$ cat config.mk
export PLATFORM = sky130hd
export DESIGN_NAME = shifter_reg_flat
export DESIGN_NICKNAME = d
export VERILOG_FILES = /design/src/rtl/shifter_reg_pkg.sv /design/src/rtl/shifter_reg_if.sv /design/src/rtl/shifter_reg_core.sv /design/src/rtl/shifter_reg.sv /design/src/flat_wrapper.sv
export SDC_FILE = /design/constraint.sdc
export NUM_CORES = 1
export LEC_CHECK = 0
export BUFFER_PORTS_ARGS = -buffer_cell sky130_fd_sc_hd__clkbuf_2
export CAP_MARGIN = 30
export CORE_AREA = 2 2 40 42
export DETAILED_ROUTE_END_ITERATION = 8
export DIE_AREA = 0 0 42 44
export GPL_TIMING_DRIVEN = 1
export PLACE_DENSITY_LB_ADDON = 0.1
export SLEW_MARGIN = 20
export SYNTH_ARGS = -nofsm -noshare
export SYNTH_HDL_FRONTEND = slang
export SYNTH_HIERARCHICAL = 1
export SYNTH_SLANG_ARGS = --single-unit
export TNS_END_PERCENT = 20
$ cat constraint.sdc
create_clock -name clk -period 1.6 [get_ports clk]
set_clock_uncertainty 0.15 [all_clocks]
set_input_delay 0.08 -clock clk [delete_from_list [all_inputs] [get_ports clk]]
set_output_delay 0.08 -clock clk [all_outputs]
set_load 0.02 [all_outputs]
$ cat src/rtl/shifter_reg_pkg.sv
// Shared constants for the shifter_reg slice.
// ENABLE/DISABLE/HIGH/LOW are the build-option values used by every ParamMod
// block parameter, kept as typed localparams so they import like any other name.
package shifter_reg_pkg;
  localparam bit ENABLE  = 1'b1;
  localparam bit DISABLE = 1'b0;
  localparam bit HIGH    = 1'b1;
  localparam bit LOW     = 1'b0;

  // Shift-amount field width as seen on the port: one-hot vectors span the
  // data word, binary amounts use SHAMT bits.
  function automatic int sw_of(input bit bit_vec, input int data, input int shamt);
    return bit_vec ? data : shamt;
  endfunction
endpackage

$ cat src/rtl/shifter_reg_if.sv
// Request/result bundle for shifter_reg.
//   in_valid/in/shamt : request, driven by the master
//   out_valid/out     : registered result, driven by the slave (shifter_reg)
// DATA and SW must match the parameters of the attached shifter_reg.
interface shifter_reg_if #(
  parameter int DATA = 8,
  parameter int SW   = 3
);
  logic            in_valid;
  logic [DATA-1:0] in;
  logic [SW-1:0]   shamt;
  logic            out_valid;
  logic [DATA-1:0] out;

  modport master (output in_valid, in, shamt, input  out_valid, out);
  modport slave  (input  in_valid, in, shamt, output out_valid, out);
endinterface

$ cat src/rtl/shifter_reg_core.sv
// shifter_core: combinational shift/rotate datapath.
//   din   : operand
//   shamt : shift amount, binary (SHAMT bits) or one-hot (DATA bits)
//   dout  : shifted / rotated operand
// The amount is reduced to a binary index, then applied through a log2 mux
// barrel. Each stage k moves the word by 2^k; in rotate mode that move is
// taken mod DATA, so the composed rotation is (n mod DATA) without a divider.
module shifter_core
  import shifter_reg_pkg::*;
#(
  parameter bit BIT_VEC  = DISABLE,
  parameter bit ROTATE   = ENABLE,
  parameter bit TO_RIGHT = DISABLE,
  parameter int DATA     = 8,
  parameter int SHAMT    = 3,
  parameter bit ACT      = HIGH,
  localparam int SW      = sw_of(BIT_VEC, DATA, SHAMT)
) (
  input  logic [DATA-1:0] din,
  input  logic [SW-1:0]   shamt,
  output logic [DATA-1:0] dout
);
  localparam int AW = BIT_VEC ? $clog2(DATA) : SHAMT;

  logic [AW-1:0] amt;

  if (BIT_VEC) begin : g_onehot
    // Priority encoder: scanning high to low lets the lowest active bit win.
    // No active bit leaves amt at zero.
    always_comb begin
      amt = '0;
      for (int i = DATA-1; i >= 0; i--)
        if (shamt[i] == ACT) amt = AW'(i);
    end
  end else begin : g_bin
    assign amt = shamt;
  end

  logic [AW:0][DATA-1:0] stg;
  assign stg[0] = din;

  for (genvar k = 0; k < AW; k++) begin : g_stage
    localparam int STEP = ROTATE ? ((2**k) % DATA) : (2**k);
    logic [DATA-1:0] moved;

    if (STEP == 0) begin : g_id
      assign moved = stg[k];
    end else if (!ROTATE && STEP >= DATA) begin : g_zero
      assign moved = '0;
    end else if (ROTATE && TO_RIGHT) begin : g_rr
      assign moved = (stg[k] >> STEP) | (stg[k] << (DATA-STEP));
    end else if (ROTATE) begin : g_rl
      assign moved = (stg[k] << STEP) | (stg[k] >> (DATA-STEP));
    end else if (TO_RIGHT) begin : g_sr
      assign moved = stg[k] >> STEP;
    end else begin : g_sl
      assign moved = stg[k] << STEP;
    end

    assign stg[k+1] = amt[k] ? moved : stg[k];
  end

  assign dout = stg[AW];
endmodule

$ cat src/rtl/shifter_reg.sv
// shifter_reg: registered barrel shifter/rotator, one-cycle latency.
//   clk    : rising-edge clock
//   reset_ : asynchronous active-low reset, clears out and out_valid
//   bus    : slave side of shifter_reg_if (in_valid/in/shamt -> out_valid/out)
// A valid request is always accepted; out holds its last result while idle
// and out_valid only marks the cycle after a capture.
module shifter_reg
  import shifter_reg_pkg::*;
#(
  parameter bit BIT_VEC  = DISABLE,
  parameter bit ROTATE   = ENABLE,
  parameter bit TO_RIGHT = DISABLE,
  parameter int DATA     = 8,
  parameter int SHAMT    = 3,
  parameter bit ACT      = HIGH
) (
  input  logic         clk,
  input  logic         reset_,
  shifter_reg_if.slave bus
);
  logic [DATA-1:0] res;

  shifter_core #(
    .BIT_VEC (BIT_VEC),
    .ROTATE  (ROTATE),
    .TO_RIGHT(TO_RIGHT),
    .DATA    (DATA),
    .SHAMT   (SHAMT),
    .ACT     (ACT)
  ) u_core (
    .din  (bus.in),
    .shamt(bus.shamt),
    .dout (res)
  );

  always_ff @(posedge clk or negedge reset_) begin
    if (!reset_) begin
      bus.out       <= '0;
      bus.out_valid <= 1'b0;
    end else begin
      bus.out_valid <= bus.in_valid;
      if (bus.in_valid) bus.out <= res;
    end
  end
endmodule

$ cat src/flat_wrapper.sv
// flat-port wrapper written by rule: the top's interface ports become plain ports
module shifter_reg_flat import shifter_reg_pkg::*;
#(
  parameter bit BIT_VEC  = DISABLE,
  parameter bit ROTATE   = ENABLE,
  parameter bit TO_RIGHT = DISABLE,
  parameter int DATA     = 8,
  parameter int SHAMT    = 3,
  parameter bit ACT      = HIGH
)
  (clk, reset_, bus_in_valid, bus_in, bus_shamt, bus_out_valid, bus_out);
  shifter_reg_if #(.DATA(DATA), .SW(3)) bus_i ();
  input  logic clk;
  input  logic reset_;
  input wire logic [$bits(bus_i.in_valid)-1:0] bus_in_valid;
  input wire logic [$bits(bus_i.in)-1:0] bus_in;
  input wire logic [$bits(bus_i.shamt)-1:0] bus_shamt;
  output wire logic [$bits(bus_i.out_valid)-1:0] bus_out_valid;
  output wire logic [$bits(bus_i.out)-1:0] bus_out;
  assign bus_i.in_valid = bus_in_valid;
  assign bus_i.in = bus_in;
  assign bus_i.shamt = bus_shamt;
  assign bus_out_valid = bus_i.out_valid;
  assign bus_out = bus_i.out;
  shifter_reg #(.BIT_VEC(BIT_VEC), .ROTATE(ROTATE), .TO_RIGHT(TO_RIGHT), .DATA(DATA), .SHAMT(SHAMT), .ACT(ACT)) u_core (.clk(clk), .reset_(reset_), .bus(bus_i));
endmodule
; ---- Yosys cells after proc, flatten, opt, wreduce, memory -nomap -nowiden
; Cells that the tools add are included.
[word_totals]
register_bits = 9
in_bits = 14
out_inout_bits = 9
word_cells = 8
[classes]
mux = 3
bitwise_logic = 3
[ops]
columns = cell, n
row1 = $mux 8, 3
row2 = $or 8x1->8, 1
row3 = $or 8x2->8, 1
row4 = $or 8x4->8, 1

; ---- Logic depth before layout (Yosys ltp)
; Gate-level depths: netlist of the first run.
[logic_depth]
word_depth = 6
depth_mapped = 4
mapped_depth_nobuf = 3

; ---- Hierarchy
; Netlist of the first run, hierarchy kept.
[by_module_without_submodules]
columns = module, instances, cells_per_inst, area_each_um2
row1 = shifter_reg, 1, 18, 356.6
row2 = shifter_core, 1, 19, 326.6

; ---- Worst setup path before layout of the first run
; Ideal clock, no wire load.
[synth_timing]
kind = input to register
from = input port bus_shamt[2]
to = register u_core.bus.out[0]
setup_ns = 0.125
arrival_ns = 1.249
setup_slack_ns = 0.076
stages = 4
n_path_buf = 1
cell_sequence = buf_6 > mux4_1 > mux2_2 > mux2_4
[synth_via]
elab_chain_cells = 1
[synth_rtl]
columns = item, line
row1 = "start, declared", flat_wrapper.sv:17  ; input wire logic [$bits(bus_i.shamt)-1:0] bus_shamt;
row2 = $mux 8, shifter_reg_core.sv:60  ; assign stg[k+1] = amt[k] ? moved : stg[k];
row3 = net u_core.res[0], shifter_reg.sv:21  ; logic [DATA-1:0] res;
row4 = "end signal, assigned", shifter_reg.sv:42  ; if (bus.in_valid) bus.out <= res;
row5 = "end, declared", shifter_reg_if.sv:16  ; modport slave (input in_valid, in, shamt, output out_valid, out);
; The timed path passes the listed nets, and every way through them passes these cells.
; A chain may end at the register's enable or synchronous reset.

; ---- Final worst setup path of the first run
[layout_timing]
from = input port bus_shamt[2]
to = register u_core.bus.out[6]
; The elaborated chain is that of the path after synthesis.

==> metrics list, run 1 <==
- The number of antenna violations at the first check in global routing is 0.
- Once detail routing completed, the nets flagged for antenna violations numbered 0.
* Maximum fanout encountered on the critical timing path: 8
- Setup repair after global routing left no endpoint under its margin.
* Post-cts resize count: 0
- Clock latency on the worst-skew pair, taken at its later pin, is 0.26 ns.
* Delay of the slowest critical-path stage: 0.62 ns
* Post-route clock period utilization: 0.918
- The routed design has 1330 um of wire.
- Synthesized Nets: 51
* Largest area contributor in the netlist: sky130_fd_sc_hd__dfrtp_1
- Largest net degree at the start of global routing: 10
* Tightest Pin Transition: 0.302 ns
- Clock root buffer: sky130_fd_sc_hd__clkbuf_4
- HP Class: input port to async pin
- After synthesis, the most frequently instantiated cells are 9 x sky130_fd_sc_hd__dfrtp_1, 8 x sky130_fd_sc_hd__mux2_2, 8 x sky130_fd_sc_hd__mux2_4, 8 x sky130_fd_sc_hd__mux4_1, 3 x sky130_fd_sc_hd__buf_6.
* Shortest clock period the worst path allows after layout: 1.47 ns
- Core region area: 1420 um^2
* Critical path required time: 1.59 ns
- DRC errors left: 0
- The worst pin sits at a relative slew slack of 0.799.
- In the final routed layout, each cell accounts on average for 16.8 um.
- The clock drives 9 sinks.
- Antenna cell count: 0
- The critical path in this run is classified as input port to flip-flop.
- Overall overflow remaining after global route: 0
* Initial core utilization: 0.481
- Fraction of final layout cells with drive strength greater than 1: 0.683
* Number of inserted filler cells in the final layout: 116
* Worst-case clock buffer depth: 2
- Among all flip-flop cells after synthesis, the most frequent one is sky130_fd_sc_hd__dfrtp_1.
* Portion of synthesized cell area occupied by the leading cell type: 0.330
- IO Pins: 23
- The Yosys step of the flow raised 6 warnings.
* Total of endpoints with negative setup slack in the final report: 0
- Once the clock tree was built, the setup fixing pass inserted 0 buffers.
- Die outline width: 42 um
* Die height: 44 um
- By area the synthesized netlist is led by sky130_fd_sc_hd__dfrtp_1 33%, sky130_fd_sc_hd__mux4_1 31%, sky130_fd_sc_hd__mux2_4 18%, sky130_fd_sc_hd__mux2_2 13%, sky130_fd_sc_hd__buf_6 4.9%.
- Synthesis produced 37 cells.
* Unique masters post-synth: 6
* Overall via count from detail_route: 464
- Using the TritonRoute via totals, the vias-per-cell ratio works out to 5.87.
- Setup crit end kind: flip-flop
* Violation count after the first detailed-routing iteration: 9
* Slowest-stage cell, CP: sky130_fd_sc_hd__mux4_1
- Number of buffers created by CTS: 3
- The number of pins exceeding their max-slew limit in the final report came to 0.
- Die Outline Area: 1850 um^2
- Wire length of the first global-routing pass: 2130 um
* Number of H-tree branching levels: 1
- Placed Instance Area: 791 um^2
* Data arrival time of the worst path: 1.46 ns
- In this run, synthesis inferred 0 flip-flops with an integrated enable.
- Across the run, the number of max-cap violations was 0.
* Cell with the most instances after synthesis: sky130_fd_sc_hd__dfrtp_1
- Walking the worst path, the cells encountered are clkbuf_2 -> mux4_1 -> mux2_2 -> mux2_4.
- In this run the mean area of a mapped cell was 18.5 um^2.
- The count of final hold-check violations came to 0.
* Worst slack on hold paths: 0.0725 ns
- After the last flow step, the layout net total stands at 78.
- Routability Congestion: 0.766
* Async set or reset register ratio after synthesis: 1.00
- Clock-pin slew on the worst setup and hold paths: 0.06 ns
* Summed instance area of the synthesized netlist: 683 um^2
- Highest clock rate: 0.681 GHz
- TritonCTS built the clock tree.
* First-pass DRT Iterations: 4
* Post-route standard cell area excluding fillers: 837 um^2
- Power spread over the standard cell area amounts to 865 nW/um^2.
- The worst setup path is launched from an input port.
- The via count of the first global-routing pass came to 452.
- Buffers on Ports: 22
- The floorplan has 14 rows.
- Worst IR Drop VDD: 0.612 mV
* Area delta synth->final: 22.5%
* Count of state elements after synthesis: 9
- In the global route stage, overall resource usage came out at 0.167.
- Result of the run: finished, final reports clean
* CTS Hold Bufs: 2
- For this run, the register share of the synthesized area comes to 0.330.
* Leakage power total: 0.000411 uW
[where the power goes]
part           leakage [uW]  total (uW)  switching [uW]  internal [uW]
Sequential         0.000105         286            21.3            265
Combinational      0.000290         263             122            141
Clock             0.0000150         175            78.8           96.1
[cell type report]
class                           instances  area (um^2)  share of cell area
Sequential cell                         9          225               0.269
Multi-Input combinational cell         24          420               0.502
Tap cell                               16         20.0              0.0239
Timing Repair Buffer                   26          145               0.173
Clock buffer                            4         26.3              0.0314
[worst paths after layout]
| path | cells after the start | start | slack (ns) | endpoint |
|---|---|---|---|---|
| min | 2 | reset_ | 0.07 | u_core/bus.out[5] |
| min in group clk | 3 | bus_shamt[0] | 0.20 | u_core/bus.out[3] |
| max reg2reg | 1 | u_core/bus.out[5] | 0.67 | u_core/bus.out[5] |
| max | 4 | bus_shamt[2] | 0.13 | u_core/bus.out[6] |
| min reg2reg | 1 | u_core/bus.out[3] | 0.36 | u_core/bus.out[3] |
| max in group asynchronous | 2 | reset_ | 1.04 | u_core/bus.out[6] |
[registers in the layout, summed over array words and instances, names as in the netlist]
register              flops
u_core/bus.out            8
u_core/bus.out_valid      1
[routing by layer]
| metal | up-vias | GRT usage | share of wire |
|---|---|---|---|
| li1 | 209 | - | - |
| met1 | 232 | 0.188 | 0.41 |
| met2 | 19 | 0.266 | 0.51 |
| met3 | 4 | 0.0708 | 0.059 |
| met4 | 0 | 0.0968 | 0.020 |
| met5 | - | 0 | 0 |
[worst max-delay path, delay by kind of cell]
| family | cells | cell delay [ns] |
|---|---|---|
| buffers and inverters | 1 | 0.20 |
| multiplexers | 3 | 1.18 |
[layout by cell type (no fill, tap or decap)]
master	n
sky130_fd_sc_hd__buf_4	2
sky130_fd_sc_hd__clkbuf_4	3
sky130_fd_sc_hd__clkbuf_1	1
sky130_fd_sc_hd__mux4_1	8
sky130_fd_sc_hd__dlygate4sd3_1	2
sky130_fd_sc_hd__clkbuf_2	22
sky130_fd_sc_hd__dfrtp_1	9
sky130_fd_sc_hd__mux2_2	8
sky130_fd_sc_hd__mux2_4	8
[logic make-up (layout without fill, tap and decap cells)]
logic type | after synthesis | in the layout | share of synthesized area
muxes | 24 | 24 | 0.615
DFF | 9 | 9 | 0.330
buffers and inverters | 4 | 30 | 0.0549
[through the flow]
step	std cells	TNS, ns	power, uW	setup WS (ns)	utilization
6_report	79	0	724	0.131	0.590
4_1_cts	79	0	733	0.135	0.590
3_5_place_dp	73	-0.766	550	-0.145	0.557
2_1_floorplan	37	0	470	0.0763	-
5_1_grt	79	0	768	0.123	0.590
3_3_place_gp	73	-0.621	542	-0.107	0.557
Note: power is estimated with default switching activity, not from simulation.
==> run 2, diff against run 1 <==
--- a/config.mk
+++ b/config.mk
@@ -11,7 +11,9 @@
 export DETAILED_ROUTE_END_ITERATION = 8
 export DIE_AREA = 0 0 42 44
 export GPL_TIMING_DRIVEN = 1
+export MAX_ROUTING_LAYER = met4
 export PLACE_DENSITY_LB_ADDON = 0.1
+export SKIP_LAST_GASP = 1
 export SLEW_MARGIN = 20
 export SYNTH_ARGS = -nofsm -noshare
 export SYNTH_HDL_FRONTEND = slang
==> run 2 against run 1 <==
  * Core utilization unchanged
  * Sequential power about the same
  * Register-to-register slack hardly changed
  * Final area unchanged
  * First-iteration DRC count did not move
  * Clock-buffer cell count is the same
  * Clock power about the same
  * Setup slack hardly changed
  * Critical path type unchanged
  * Largest power group unchanged
==> metrics list, run 2 (synthesis gave the netlist of run 1 again) <==
* Setup crit end kind: flip-flop
* Classification of the worst setup path: input port to flip-flop
- The die footprint is 1850 um^2 (unchanged).
- First-pass DRT Iterations: 4 (unchanged)
* Number of H-tree branching levels: 1 (unchanged)
- Tightest Pin Transition: 0.302 ns (+0.0000540 ns)
- The post-CTS setup buffer count is 0 (unchanged).
- The tree is rooted in a sky130_fd_sc_hd__clkbuf_4.
* IO Pins: 23 (unchanged)
- Per-cell via count in the routed design: 5.89 (+0.22%)
- Max-slew headroom: 0.799 (about the same)
- Violation count after the first detailed-routing iteration: 9 (unchanged)
- Final cell count without fillers: 79 (unchanged)
* Die height: 44 um (unchanged)
* DP Cell Count: 73 (unchanged)
- Clock-pin slew on the worst setup and hold paths: 0.06 ns (about the same)
- Antenna cell count: 0 (unchanged)
* Leakage power total: 0.000411 uW (unchanged)
- Most used cells in the layout excluding fill and tap cells: 22 x sky130_fd_sc_hd__clkbuf_2, 9 x sky130_fd_sc_hd__dfrtp_1, 8 x sky130_fd_sc_hd__mux2_4, 8 x sky130_fd_sc_hd__mux4_1, 8 x sky130_fd_sc_hd__mux2_2
* Post-route clock period utilization: 0.918 (about the same)
- The path class of the tightest hold or removal check is input port to async pin.
- Power Dens Cells: 865 nW/um^2 (about the same)
* DRC errors left: 0 (unchanged)
- The achievable clock frequency was 0.681 GHz (about the same).
- The total wire length is 1330 um (about the same).
* Number of antenna violations at the first check in global routing: 0 (unchanged)
* Site Rows: 14 (unchanged)
- The wire length per cell came to 16.8 um (about the same).
* Biggest registers after layout: u_core/bus.out x8, u_core/bus.out_valid x1
- Pre-CTS setup slack: -0.145 ns (unchanged)
* Vias in the first global route: 451 (-0.22%)
* Wire length of the first global-routing pass: 2140 um (+0.33%)
* Hold Vio Cnt, Final: 0 (unchanged)
* Number of inserted filler cells in the final layout: 116 (unchanged)
* Register containing the most flip-flops in the final layout: u_core/bus.out
- Largest net degree at the start of global routing: 10 (unchanged)
* Post-cts resize count: 0 (unchanged)
- Fraction of final layout cells with drive strength greater than 1: 0.683 (unchanged)
* Data arrival time of the worst path: 1.46 ns (about the same)
- The max capacitance violation total is 0 (unchanged).
* CTS tree: done
- The sum of overflow across all layers after global routing was 0 (unchanged).
* Result of the run: finished, final reports clean
* Crit path launch type: input port
- Initial core utilization: 0.481 (unchanged)
* Total GRT Usage: 0.172 (+0.00537)
- The antenna violation net count after detailed routing was 0 (unchanged).
* Maximum fanout encountered on the critical timing path: 8 (unchanged)
* Insertion delay of the later-clocked pin in the worst-skew pair: 0.26 ns (about the same)
- The final count of negative-setup-slack endpoints is 0 (unchanged).
- Number of clock sinks seen by CTS: 9 (unchanged)
- The flip-flop count of the largest register after layout was 8 (unchanged).
- The width of the die is 42 um (unchanged).
* Critical path required time: 1.59 ns (about the same)
* Setup ws final: 0.131 ns (-0.000220 ns)
- Count of pins over their slew limit: 0 (unchanged)
* Final design utilization: 0.590 (unchanged)
- CTS Hold Bufs: 2 (unchanged)
- The total clock buffers created by CTS came to 3 (unchanged).
- Setup repair after global routing left no endpoint under its margin.
- Shortest clock period the worst path allows after layout: 1.47 ns (+0.000220 ns)
* Overall via count from detail_route: 465 (+0.22%)
- The maximum vdd drop came to 0.612 mV (about the same).
* Buffers on Ports: 22 (unchanged)
- Routability Congestion: 0.776 (+1.3%)
- Most frequent standard cell in the layout excluding fill and tap cells: sky130_fd_sc_hd__clkbuf_2
- Core region area: 1420 um^2 (unchanged)
* Worst-case clock buffer depth: 2 (unchanged)
* Area delta synth->final: 22.5% (unchanged)
- The final layout net count is 78 (unchanged).
## run 2: cell counts in the layout (fill, tap and decap cells not counted)
No cell type changed its count.
## run 2: power breakdown
part	leakage (uW)	internal [uW]	switching, uW
clock	0.0000150	96.1	78.8
combinational	0.000290	141	122
sequential	0.000105	265	21.3
total	0.000411	502	222
## run 2: through the flow
step	power, uW	instance area [um^2]	hold slack, ns	setup TNS [ns]
after floorplan	470	683	-0.366	0
after global placement	542	791	-0.216	-0.621
after detailed placement	550	791	-0.201	-0.766
after CTS	733	837	0.0623	0
after global routing	768	837	0.0784	0
final	724	837	0.0726	0
## run 2: area by class of cell
| class | count | area [um^2] | area share |
|---|---|---|---|
| multi-input cells | 24 | 420 | 0.502 |
| well taps | 16 | 20.0 | 0.0239 |
| clock buffers | 4 | 26.3 | 0.0314 |
| flip-flops and latches | 9 | 225 | 0.269 |
| repair buffers | 26 | 145 | 0.173 |
## run 2: critical path, cell delays in order
cell and delay (ns):
sky130_fd_sc_hd__clkbuf_2 0.20, sky130_fd_sc_hd__mux4_1 0.62, sky130_fd_sc_hd__mux2_2 0.30, sky130_fd_sc_hd__mux2_4 0.26
## run 2: path summary, 6_finish.rpt
kind	cells after the start	slack (ns)	startpoint	endpoint
max	4	0.13	bus_shamt[2]	u_core/bus.out[6]
min	2	0.07	reset_	u_core/bus.out[5]
max reg2reg	1	0.67	u_core/bus.out[5]	u_core/bus.out[5]
min reg2reg	1	0.36	u_core/bus.out[3]	u_core/bus.out[3]
max in group asynchronous	2	1.04	reset_	u_core/bus.out[6]
min in group clk	3	0.20	bus_shamt[0]	u_core/bus.out[3]
## run 2: per-layer routing
metal	wire, um	global-route usage	up-vias
li1	-	-	209
met1	545	0.188	234
met2	675	0.266	18
met3	77	0.0708	4
met4	29	0.0968	0
met5	0	-	-
==> run 3, diff against run 2 <==
--- a/config.mk
+++ b/config.mk
@@ -12,7 +12,7 @@
 export DIE_AREA = 0 0 42 44
 export GPL_TIMING_DRIVEN = 1
 export MAX_ROUTING_LAYER = met4
-export PLACE_DENSITY_LB_ADDON = 0.1
+export PLACE_DENSITY = 0.77
 export SKIP_LAST_GASP = 1
 export SLEW_MARGIN = 20
 export SYNTH_ARGS = -nofsm -noshare
==> run 3 against run 2 <==
  * Non-clock buffer count unchanged
  * Die area unchanged
  * Global-route usage decreased by 4.9 points
  * Combinational power decreased by 3%
  * First-iteration DRC count decreased by 100%
  * Critical path type unchanged
  * Final cell count unchanged
  * Maximum frequency increased by 2.4%
  * Clock power decreased by 4%
  * Critical path depth unchanged
  * Final area unchanged
==> metrics list, run 3 (synthesis gave the netlist of run 1 again) <==
* Result of the run: finished, final reports clean
- Power Dens Cells: 846 nW/um^2 (-2.2%)
* Antenna cell count: 0 (unchanged)
- The clock-pin slew reported for the worst setup and hold paths after clock tree synthesis was 0.06 ns (about the same).
- The transition time at the pin with the least slew margin was 0.312 ns (+0.0101 ns).
- Site Rows: 14 (unchanged)
- The DRC violation count after routing is 0 (unchanged).
- Die height: 44 um (unchanged)
- Post-route standard cell area excluding fillers: 837 um^2 (unchanged)
- Data arrival time of the worst path: 1.42 ns (-0.04 ns)
- The I/O pin count came to 23 (unchanged).
- The via count came to 420 (-9.7%).
- Routability Congestion: 0.737 (-5.0%)
* Number of flip-flops under the largest register name: 8 (unchanged)
- CTS tree: done
- Number of clock sinks seen by CTS: 9 (unchanged)
- The final standard cell count with taps included and fillers excluded is 79 (unchanged).
- Leaving out fill and tap cells, the most frequent cell in the layout is sky130_fd_sc_hd__clkbuf_2.
- Overall power after layout: 708 uW (-2.2%)
* Number of H-tree branching levels: 1 (unchanged)
- Worst IR Drop VDD: 0.284 mV (-54%)
- The achievable clock frequency was 0.697 GHz (+2.4%).
* Initial core utilization: 0.481 (unchanged)
- The width of the die is 42 um (unchanged).
- The total wire length came to 1050 um (-21%).
* Insertion delay of the later-clocked pin in the worst-skew pair: 0.25 ns (about the same)
- The leakage power figure came to 0.000411 uW (unchanged).
- The antenna violation net count after detailed routing came to 0 (unchanged).
- Max-slew headroom: 0.792 (-0.00671)
- Maxcap violations: 0 (unchanged)
- The number of placed cells counting well taps is 73 (unchanged).
- Violation count after the first detailed-routing iteration: 0 (-9)
- Total of endpoints with negative setup slack in the final report: 0 (unchanged)
- The number of port buffers was 22 (unchanged).
- Classification of the worst setup path: input port to flip-flop
- The count of final hold-check violations came to 0 (unchanged).
- The number of iterations in the first detailed-routing pass is 1 (-3).
- The register with the most flip-flops in the final layout is u_core/bus.out.
- Crit path launch type: input port
* Number of inserted filler cells in the final layout: 126 (+8.6%)
* Biggest registers after layout: u_core/bus.out x8, u_core/bus.out_valid x1
- The final layout net count is 78 (unchanged).
- The die footprint came to 1850 um^2 (unchanged).
- The first-pass GRT wire length was 1520 um (-29%).
- The area growth from synthesis to layout came to 22.5% (unchanged).
* HP Class: input port to async pin
- Worst slack on hold paths: 0.0616 ns (-0.0110 ns)
- The fraction of layout cells with a size suffix above 1 was 0.683 (unchanged).
- Setup crit end kind: flip-flop
- Worst-case clock buffer depth: 2 (unchanged)
- The total clock buffers created by CTS was 3 (unchanged).
- The maximum number of pins on one net before global-route repair came to 10 (unchanged).
* RSZ-0062 raised after global routing: false
- The wire length per cell is 13.3 um (-21%).
- Count of pins over their slew limit: 0 (unchanged)
- The minimum clock period came to 1.43 ns (-0.0348 ns).
* Number of antenna violations at the first check in global routing: 0 (unchanged)
- Post-cts resize count: 0 (unchanged)
- The critical-path maximum fanout was 8 (unchanged).
- Total GRT Usage: 0.124 (-0.0485)
- Clock tree synthesis selected as its root buffer the cell sky130_fd_sc_hd__clkbuf_4.
- Core region area: 1420 um^2 (unchanged)
- The HPWL after detailed placement is 847 um.
- In the layout the commonest cells are 22 x sky130_fd_sc_hd__clkbuf_2, 9 x sky130_fd_sc_hd__dfrtp_1, 8 x sky130_fd_sc_hd__mux2_4, 8 x sky130_fd_sc_hd__mux4_1, 8 x sky130_fd_sc_hd__mux2_2.
* Overall overflow remaining after global route: 0 (unchanged)
- Critical path required time: 1.59 ns (about the same)
* Post-route clock period utilization: 0.896 (-0.0217)
- The instance area after placement is 791 um^2 (unchanged).
* Post-CTS Setup Repair Bufs: 0 (unchanged)
* Final design utilization: 0.590 (unchanged)
- Per-cell via count in the routed design: 5.32 (-9.7%)
- Vias in the first global route: 337 (-25%)
-- run 3: cell counts in the layout (fill, tap and decap cells not counted) --
Identical to the previous run, type by type.
-- run 3: stage by stage --
stage / worst slack, ns / setup TNS (ns)
final: 0.166 / 0
after floorplan: 0.0763 / 0
after global routing: 0.126 / 0
after CTS: 0.163 / 0
after detailed placement: -0.104 / -0.603
after global placement: -0.0918 / -0.554
-- run 3: area by class of cell --
| class | count | area (um^2) | share of cell area |
|---|---|---|---|
| Clock buffer | 4 | 26.3 | 0.0314 |
| Multi-Input combinational cell | 24 | 420 | 0.502 |
| Sequential cell | 9 | 225 | 0.269 |
| Tap cell | 16 | 20.0 | 0.0239 |
| Timing Repair Buffer | 26 | 145 | 0.173 |
-- run 3: path summary, 6_finish.rpt --
kind	start	endpoint	slack, ns	cells past startpoint
max	bus_shamt[2]	u_core/bus.out[6]	0.17	4
min	reset_	u_core/bus.out[7]	0.06	2
max reg2reg	u_core/bus.out[4]	u_core/bus.out[4]	0.68	1
min reg2reg	u_core/bus.out[7]	u_core/bus.out[7]	0.36	1
max in group asynchronous	reset_	u_core/bus.out[6]	1.05	2
min in group clk	bus_shamt[0]	u_core/bus.out[1]	0.20	3
-- run 3: power by group --
part / switching (uW) / internal (uW) / leakage, uW
combinational: 114 / 141 / 0.000290
clock: 72.6 / 95.7 / 0.0000150
sequential: 20.5 / 265 / 0.000105
-- run 3: layer usage --
metal / share of wire / global-route usage
met2: 0.48 / 0.166
met3: 0.064 / 0.0250
met1: 0.44 / 0.154
met5: 0 / -
met4: 0.018 / 0.116
-- run 3: what timing repair did --
item,CTS,global route
endpoints found under the hold margin,10,0
endpoints found under the setup margin,0,0
hold buffers,2,0
-- run 3: worst max-delay path, stage by stage --
cell                       delay, ns
sky130_fd_sc_hd__clkbuf_2       0.19
sky130_fd_sc_hd__mux4_1         0.61
sky130_fd_sc_hd__mux2_2         0.28
sky130_fd_sc_hd__mux2_4         0.25
